## src/rtl/mem_pkg.sv

```systemverilog
// Shared definitions for the memory client: FSM encoding, default widths, address stride.
package mem_pkg;

  typedef enum logic [1:0] {
    ST_IDLE = 2'd0,
    ST_REQ  = 2'd1,
    ST_DONE = 2'd2
  } mem_state_t;

  localparam int ADDR_W_DEF  = 16;
  localparam int DATA_W_DEF  = 32;
  localparam int ADDR_STRIDE = 4;

endpackage

```

## src/rtl/mem_client.sv

```systemverilog
// Single-port memory client: one command in, request held until arbiter ack, read beats returned one cycle after ack.
// Optional read bursts are enabled by defining MEM_CLIENT_BURST_EN.
module mem_client
  import mem_pkg::*;
#(
  parameter int ADDR_W = ADDR_W_DEF,
  parameter int DATA_W = DATA_W_DEF,
  parameter int LEN_W  = 4
) (
  input  logic              clk,
  input  logic              reset,
  input  logic              cmd_valid,
  output logic              cmd_ready,
  input  logic              cmd_we,
  input  logic [ADDR_W-1:0] cmd_addr,
  input  logic [DATA_W-1:0] cmd_wdata,
  input  logic [3:0]        cmd_bank_select,
  input  logic [LEN_W-1:0]  cmd_len,
  output logic              rsp_valid,
  output logic [DATA_W-1:0] rsp_data,
  output logic              rsp_last,
  output logic              mem_en,
  output logic              mem_we,
  output logic              burst_en,
  output logic [ADDR_W-1:0] mem_addr,
  output logic [DATA_W-1:0] mem_di,
  output logic [3:0]        mem_bank_select,
  input  logic              do_ack,
  input  logic [DATA_W-1:0] mem_do,
  output logic              err_spurious_ack
);

  mem_state_t        state_q, state_d;
  logic              cmd_ready_q, cmd_ready_d;
  logic              mem_en_q, mem_en_d;
  logic              mem_we_q, mem_we_d;
  logic              burst_en_q, burst_en_d;
  logic [ADDR_W-1:0] mem_addr_q, mem_addr_d;
  logic [DATA_W-1:0] mem_di_q, mem_di_d;
  logic [3:0]        mem_bank_select_q, mem_bank_select_d;
  logic [LEN_W-1:0]  remain_q, remain_d;
  logic              rsp_valid_q, rsp_valid_d;
  logic [DATA_W-1:0] rsp_data_q, rsp_data_d;
  logic              rsp_last_q, rsp_last_d;
  logic              err_q, err_d;
  logic [LEN_W-1:0]  load_len;

`ifdef MEM_CLIENT_BURST_EN
  assign load_len = cmd_we ? '0 : cmd_len;
`else
  logic unused_len;
  assign unused_len = ^cmd_len;
  assign load_len   = '0;
`endif

  always_comb begin
    state_d           = state_q;
    cmd_ready_d       = cmd_ready_q;
    mem_en_d          = mem_en_q;
    mem_we_d          = mem_we_q;
    mem_addr_d        = mem_addr_q;
    mem_di_d          = mem_di_q;
    mem_bank_select_d = mem_bank_select_q;
    remain_d          = remain_q;
    rsp_valid_d       = 1'b0;
    rsp_data_d        = '0;
    rsp_last_d        = 1'b0;
    // Any ack arriving while no request is outstanding is flagged and otherwise dropped.
    err_d             = err_q | (do_ack && state_q != ST_REQ);

    case (state_q)
      ST_IDLE: begin
        if (cmd_valid) begin
          state_d           = ST_REQ;
          cmd_ready_d       = 1'b0;
          mem_en_d          = 1'b1;
          mem_we_d          = cmd_we;
          mem_addr_d        = cmd_addr;
          mem_di_d          = cmd_we ? cmd_wdata : '0;
          mem_bank_select_d = cmd_bank_select;
          remain_d          = load_len;
        end
      end
      ST_REQ: begin
        if (do_ack) begin
          rsp_valid_d = 1'b1;
          rsp_data_d  = mem_we_q ? '0 : mem_do;
          if (remain_q != '0) begin
            remain_d   = remain_q - LEN_W'(1);
            mem_addr_d = mem_addr_q + ADDR_W'(ADDR_STRIDE);
          end else begin
            rsp_last_d = 1'b1;
            mem_en_d   = 1'b0;
            state_d    = ST_DONE;
          end
        end
      end
      ST_DONE: begin
        state_d     = ST_IDLE;
        cmd_ready_d = 1'b1;
      end
      default: begin
        state_d     = ST_IDLE;
        cmd_ready_d = 1'b1;
        mem_en_d    = 1'b0;
      end
    endcase

    burst_en_d = mem_en_d && (remain_d != '0);
  end

  always_ff @(posedge clk or posedge reset) begin
    if (reset) begin
      state_q           <= ST_IDLE;
      cmd_ready_q       <= 1'b1;
      mem_en_q          <= 1'b0;
      mem_we_q          <= 1'b0;
      burst_en_q        <= 1'b0;
      mem_addr_q        <= '0;
      mem_di_q          <= '0;
      mem_bank_select_q <= '0;
      remain_q          <= '0;
      rsp_valid_q       <= 1'b0;
      rsp_data_q        <= '0;
      rsp_last_q        <= 1'b0;
      err_q             <= 1'b0;
    end else begin
      state_q           <= state_d;
      cmd_ready_q       <= cmd_ready_d;
      mem_en_q          <= mem_en_d;
      mem_we_q          <= mem_we_d;
      burst_en_q        <= burst_en_d;
      mem_addr_q        <= mem_addr_d;
      mem_di_q          <= mem_di_d;
      mem_bank_select_q <= mem_bank_select_d;
      remain_q          <= remain_d;
      rsp_valid_q       <= rsp_valid_d;
      rsp_data_q        <= rsp_data_d;
      rsp_last_q        <= rsp_last_d;
      err_q             <= err_d;
    end
  end

  assign cmd_ready        = cmd_ready_q;
  assign mem_en           = mem_en_q;
  assign mem_we           = mem_we_q;
  assign burst_en         = burst_en_q;
  assign mem_addr         = mem_addr_q;
  assign mem_di           = mem_di_q;
  assign mem_bank_select  = mem_bank_select_q;
  assign rsp_valid        = rsp_valid_q;
  assign rsp_data         = rsp_data_q;
  assign rsp_last         = rsp_last_q;
  assign err_spurious_ack = err_q;

endmodule

```

## config.mk

```make
export PLATFORM = sky130hd
export DESIGN_NAME = mem_client
export DESIGN_NICKNAME = d
export VERILOG_FILES = /design/src/rtl/mem_pkg.sv /design/src/rtl/mem_client.sv
export SDC_FILE = /design/constraint.sdc
export NUM_CORES = 1
export LEC_CHECK = 0
export ABC_AREA = 1
export BUFFER_PORTS_ARGS = -buffer_cell sky130_fd_sc_hd__buf_2
export CAP_MARGIN = 10
export CORE_AREA = 8 8 105 107
export DETAILED_ROUTE_END_ITERATION = 10
export DIE_AREA = 0 0 113 115
export PLACE_DENSITY = 0.75
export SYNTH_ARGS = -nofsm -noshare
export SYNTH_HDL_FRONTEND = slang
export SYNTH_SLANG_ARGS = --single-unit
```

## constraint.sdc

```tcl
create_clock -name clk -period 6 [get_ports clk]
set_input_delay 0.3 -clock clk [delete_from_list [all_inputs] [get_ports clk]]
set_output_delay 0.3 -clock clk [all_outputs]
set_load 0.02 [all_outputs]
```

## Word-level counts from Yosys, hierarchy flattened

Index checks and enable logic that the tools add are counted.

- Register bits after elaboration: 97
- Input port bits: 93
- Logic and storage cells: 61

- Add/sub/neg operators: 2
- Equal/unequal tests: 7
- Multiplexer cells: 27
- Bitwise operators: 2
- Reductions and logical operators: 10

Operator list:

| cell | number |
|---|---|
| 32-bit 2-to-1 mux | 4 |
| 16-bit 2-to-1 mux | 3 |
| 16-bit one-hot mux with 2 select lines | 1 |
| 16-bit by 3-bit adder with 16-bit output, second input constant | 1 |
| 4-bit 2-to-1 mux | 3 |
| 1-bit 2-to-1 mux | 9 |
| 2-bit inequality test, second input constant | 4 |
| 4-bit one-hot mux with 2 select lines | 1 |
| 4-bit nonzero test | 2 |
| 2-bit 2-to-1 mux | 3 |
| 2-bit one-hot mux with 2 select lines | 1 |
| 2-bit AND reduction | 2 |
| 4-bit AND reduction | 1 |
| 4-bit by 1-bit subtractor with 4-bit output, second input constant | 1 |
| 1-bit one-hot mux with 3 select lines | 1 |
| 3-bit AND reduction | 1 |
| 2-bit by 1-bit equality test with 1-bit output, second input constant | 1 |
| 2-bit equality test, second input constant | 1 |
| 1-bit logical AND | 2 |
| 2-bit zero test | 1 |
| 2-bit by 1-bit inequality test with 1-bit output, second input constant | 1 |
| 1-bit one-hot mux with 2 select lines | 1 |
| 2-bit nonzero test | 1 |
| 1-bit inverter | 1 |
| 1-bit OR | 1 |

## Logic depth before layout (Yosys ltp)

- Depth after elaboration: 6
- Depth in mapped cells: 9
- Depth with buffers taken out: 9

## Least setup slack after synthesis

Ideal clock, no wire load.

- Kind: flip-flop to flip-flop
- Start: reg mem_addr_q[3], in the netlist mem_addr[3]
- End: reg mem_addr_q[10], in the netlist mem_addr[10]
- Library setup time: 0.124 ns
- Data arrival time: 1.378 ns
- Required time: 5.876 ns
- Path slack: 4.498 ns
- Cell stages (with the launch flop): 9
- Path buffers: 0
- Cell sequence: dfrtp_1 -> ha_1 -> nand2_1 -> nor2_1 -> inv_1 -> nor2_1 -> nand2_1 -> o22ai_1 -> a21oi_2

- Longest elaborated chain between the ends: 4

Ends and longest elaborated chain:

| what | line | text |
|---|---|---|
| start, declared | mem_client.sv:38 | `logic [ADDR_W-1:0] mem_addr_q, mem_addr_d;` |
| start signal, assigned | mem_client.sv:133 | `mem_addr_q <= mem_addr_d;` |
| 16-bit by 3-bit adder with 16-bit output | mem_client.sv:90 | `mem_addr_d = mem_addr_q + ADDR_W'(ADDR_STRIDE);` |
| 16-bit 2-to-1 mux | mem_client.sv:88 | `if (remain_q != '0) begin` |
| 16-bit 2-to-1 mux | mem_client.sv:85 | `if (do_ack) begin` |
| 16-bit one-hot mux with 2 select lines | mem_client.sv:71 | `case (state_q)` |

No other way between the ends. The select of a mux whose other input is x is not followed.
A chain may end at the register's enable or synchronous reset.

## Worst setup path in the final report

- Start: reg state_q[1]
- End: reg rsp_data_q[7], in the netlist rsp_data[7]

- Longest elaborated chain between the ends: 2

Ends and longest elaborated chain:

| what | line | text |
|---|---|---|
| start, declared | mem_client.sv:33 | `mem_state_t state_q, state_d;` |
| start signal, assigned | mem_client.sv:128 | `state_q <= state_d;` |
| 2-bit by 1-bit equality test with 1-bit output | mem_client.sv:71 |  |
| 32-bit 2-to-1 mux | mem_client.sv:71 |  |
| named net rsp_data_d[7] | mem_client.sv:43 | `logic [DATA_W-1:0] rsp_data_q, rsp_data_d;` |
| end signal, assigned | mem_client.sv:138 | `rsp_data_q <= rsp_data_d;` |
| end, declared | mem_client.sv:43 |  |

The timed path passes the listed nets, and every way through them passes these cells.

==> flow_summary.json <==
{
  "place_ws_ps": 4020,
  "grt_pass1_wl_mm": 17.9,
  "antennaDiodeCount": 0,
  "synth_common_cells": "nand2_1 (134), dfrtp_1 (96), nor2_1 (62), inv_1 (52), o21ai_0 (41)",
  "vias_per_cell": 4.74,
  "cts_tree": "yes",
  "setup_viol": 0,
  "grt_usage_pct": 16.9,
  "core-area_um2": 9460,
  "synth_seq_area_share_pct": 59.6,
  "power_density_nw_per_um2": 515,
  "synth-edff-count": 0,
  "dp_hpwl_mm": 8.24,
  "synth_area_leaders": "dfrtp_1 (59%), nand2_1 (12%), nor2_1 (5.7%)",
  "worst_slack_ps": 4060,
  "synth_top_area_share_pct": 58.9,
  "clock-sinks": 97,
  "synth_cell_types": 29,
  "worst_pin_slew_ps": 986,
  "place_congestion": 0.795,
  "clkLatencyLatePin_ps": 350,
  "cts_made_buffers": 9,
  "internal_power_mw": 1.52,
  "antenna_left": 0,
  "port-buffer-count": 179,
  "max_freq_mhz": 516,
  "rsz0062_at_grt": "no",
  "syn_area_um2": 4080,
  "slew-limit-headroom_pct": 34.1,
  "clockBufferDepth": 2,
  "period_share_pct": 32.3,
  "post_cts_buffers": 0,
  "end_kind": "flop",
  "finalPower_mw": 2.71,
  "path_max_fanout": 32,
  "start_util_pct": 43.1,
  "holdWs_ps": 141,
  "synthCells": 471,
  "syn_nets": 566,
  "first_global_vias": 3691,
  "antenna_found_initial": 0,
  "async_flop_share_pct": 100,
  "row_count": 36,
  "switching_share_pct": 43.9,
  "die_height_um": 115,
  "critPathLaunchType": "flop",
  "setup_tns_ps": 0,
  "p_switching_mw": 1.19,
  "layout_min_cycle_time_ps": 1940,
  "synth_warnings": 0,
  "drc": 0,
  "hold_viol_final": 0,
  "finalNetCount": 739,
  "maxCapViolCount": 0,
  "dieArea_um2": 13000,
  "vias": 3614,
  "synth_flop_cell": "dfrtp_1",
  "final_max_slew_viol_count": 0,
  "routedWlPerCell_um": 14.3,
  "critical_path_arrival_ps": 2200,
  "fp.dieW_um": 113,
  "seq_power_share_pct": 38.4,
  "cts_root_buf": "clkbuf_8",
  "p_clk_share_pct": 16.9,
  "status": "completed",
  "setup.worst_path.class": "reg2reg",
  "cts_resized": 0,
  "syn2layout_area_growth_pct": 28.8,
  "drtPass1Iterations": 5,
  "final.setup_skew_ps": 11.6,
  "clk_pin_slew_ps": 100,
  "leakagePower_nw": 3.05,
  "ios": 184,
  "htree_levels": 3,
  "finalWirelength_mm": 10.9,
  "p_comb_share_pct": 44.7,
  "worstPathRequired_ps": 6260,
  "drive_above_1_share_pct": 33.0,
  "synth.most_common_cell": "nand2_1",
  "avgSynthCellArea_um2": 8.66,
  "drt_iter0_markers": 214,
  "synth_largest_area_cell": "dfrtp_1",
  "ys_ff_latch": 97,
  "holdCritPathClass": "in2reg",
  "grt-ovfl-total": 0,
  "grt_start_max_net_pins": 75,
  "ir_drop_mv": 0.198
}
-- registers in the layout (all words and copies together) (netlist names) --
register	cells
mem_di	32
burst_en	1
state_q	2
mem_addr	16
rsp_last	1
mem_we	1
mem_bank_select	4
remain_q	4
rsp_data	32
err_spurious_ack	1
cmd_ready	1
mem_en	1
rsp_valid	1
-- kinds of logic (layout without fill, tap and decap cells) --
| logic type | Yosys count | after routing | share of synthesized area [%] |
|---|---|---|---|
| and+or+nand+nor | 231 | 231 | 23.0 |
| DFF | 97 | 97 | 59.6 |
| buffers and inverters | 76 | 254 | 7.73 |
| AOI/OAI and AO/OA | 62 | 62 | 8.41 |
| xor gates and xnor gates | 3 | 3 | 0.644 |
| adders and majority gates | 2 | 2 | 0.614 |
-- metrics by stage --
step                area [um^2]  util (%)  cells
floorplan                  4080         -    471
global placement           5030      53.2    746
detailed placement         5030      53.2    746
CTS                        5250      55.5    763
global route               5250      55.5    763
finish                     5250      55.5    763
-- worst max-delay path: stages, from the launching register on --
cell     delay [ps]
dfrtp_1         430
inv_2           100
nand2_2         200
nor2_4          230
nand2_1         580
nor2_1          300
-- placed cells by master, fill, tap and decap left out, types with 2 or more instances in the layout --
master,count
nand3b_1,2
ha_1,2
clkinv_2,2
xor2_1,3
buf_2,179
inv_1,51
dfrtp_1,96
nand3_1,17
a31oi_1,2
o22ai_2,2
buf_4,2
nand2_1,134
a21oi_1,6
clkbuf_1,2
inv_2,4
or2_2,2
nor2_1,62
nand2_2,3
clkbuf_8,9
bufinv_16,2
o21ai_1,7
o21ai_0,41
nor2_4,2
nor3_1,4
nand4_1,3
-- layout make-up --
| type | count | area, um^2 |
|---|---|---|
| Fill cell | 906 | 4210 |
| Sequential cell | 97 | 2430 |
| Multi-Input combinational cell | 298 | 1340 |
| Timing Repair Buffer | 182 | 921 |
| Inverter | 56 | 213 |
| Tap cell | 114 | 143 |
| Clock buffer | 11 | 131 |
| Clock inverter | 5 | 78.8 |
-- power groups by stage --
stage	Clock (mW)	Combinational [mW]	Sequential (mW)
after floorplan	0	0.556	1.32
after global placement	0	1.19	1.04
after detailed placement	0	1.23	1.05
after CTS	0.473	1.23	1.04
after global routing	0.502	1.35	1.07
final	0.457	1.21	1.04
-- path summary, 6_finish.rpt --
| check | start | endpoint | slack [ps] | cells past startpoint |
|---|---|---|---|---|
| min in group asynchronous | reset | mem_di[14] | 530 | 3 |
| worst min-delay path | cmd_bank_select[1] | mem_bank_select[1] | 140 | 3 |
| worst max register to register | state_q[1] | rsp_data[7] | 4060 | 5 |
| worst min register to register | mem_bank_select[0] | mem_bank_select[0] | 480 | 2 |
| max in group asynchronous | reset | mem_di[19] | 4340 | 4 |
| worst max-delay path | state_q[1] | rsp_data[7] | 4060 | 5 |
-- per-layer routing --
| metal | up-vias | track usage, % | routed length [um] |
|---|---|---|---|
| li1 | 1795 | - | - |
| met5 | - | 0 | 0 |
| met2 | 118 | 28.8 | 5470 |
| met3 | 7 | 6.30 | 890 |
| met1 | 1694 | 19.3 | 4440 |
| met4 | 0 | 5.60 | 108 |
-- what timing repair did --
action                                 in CTS  in global routing
setup endpoints to repair                   0                  0
hold buffers                                1                  0
endpoints found under the hold margin      30                  0
No activity file was read; power rests on OpenSTA's default activity.
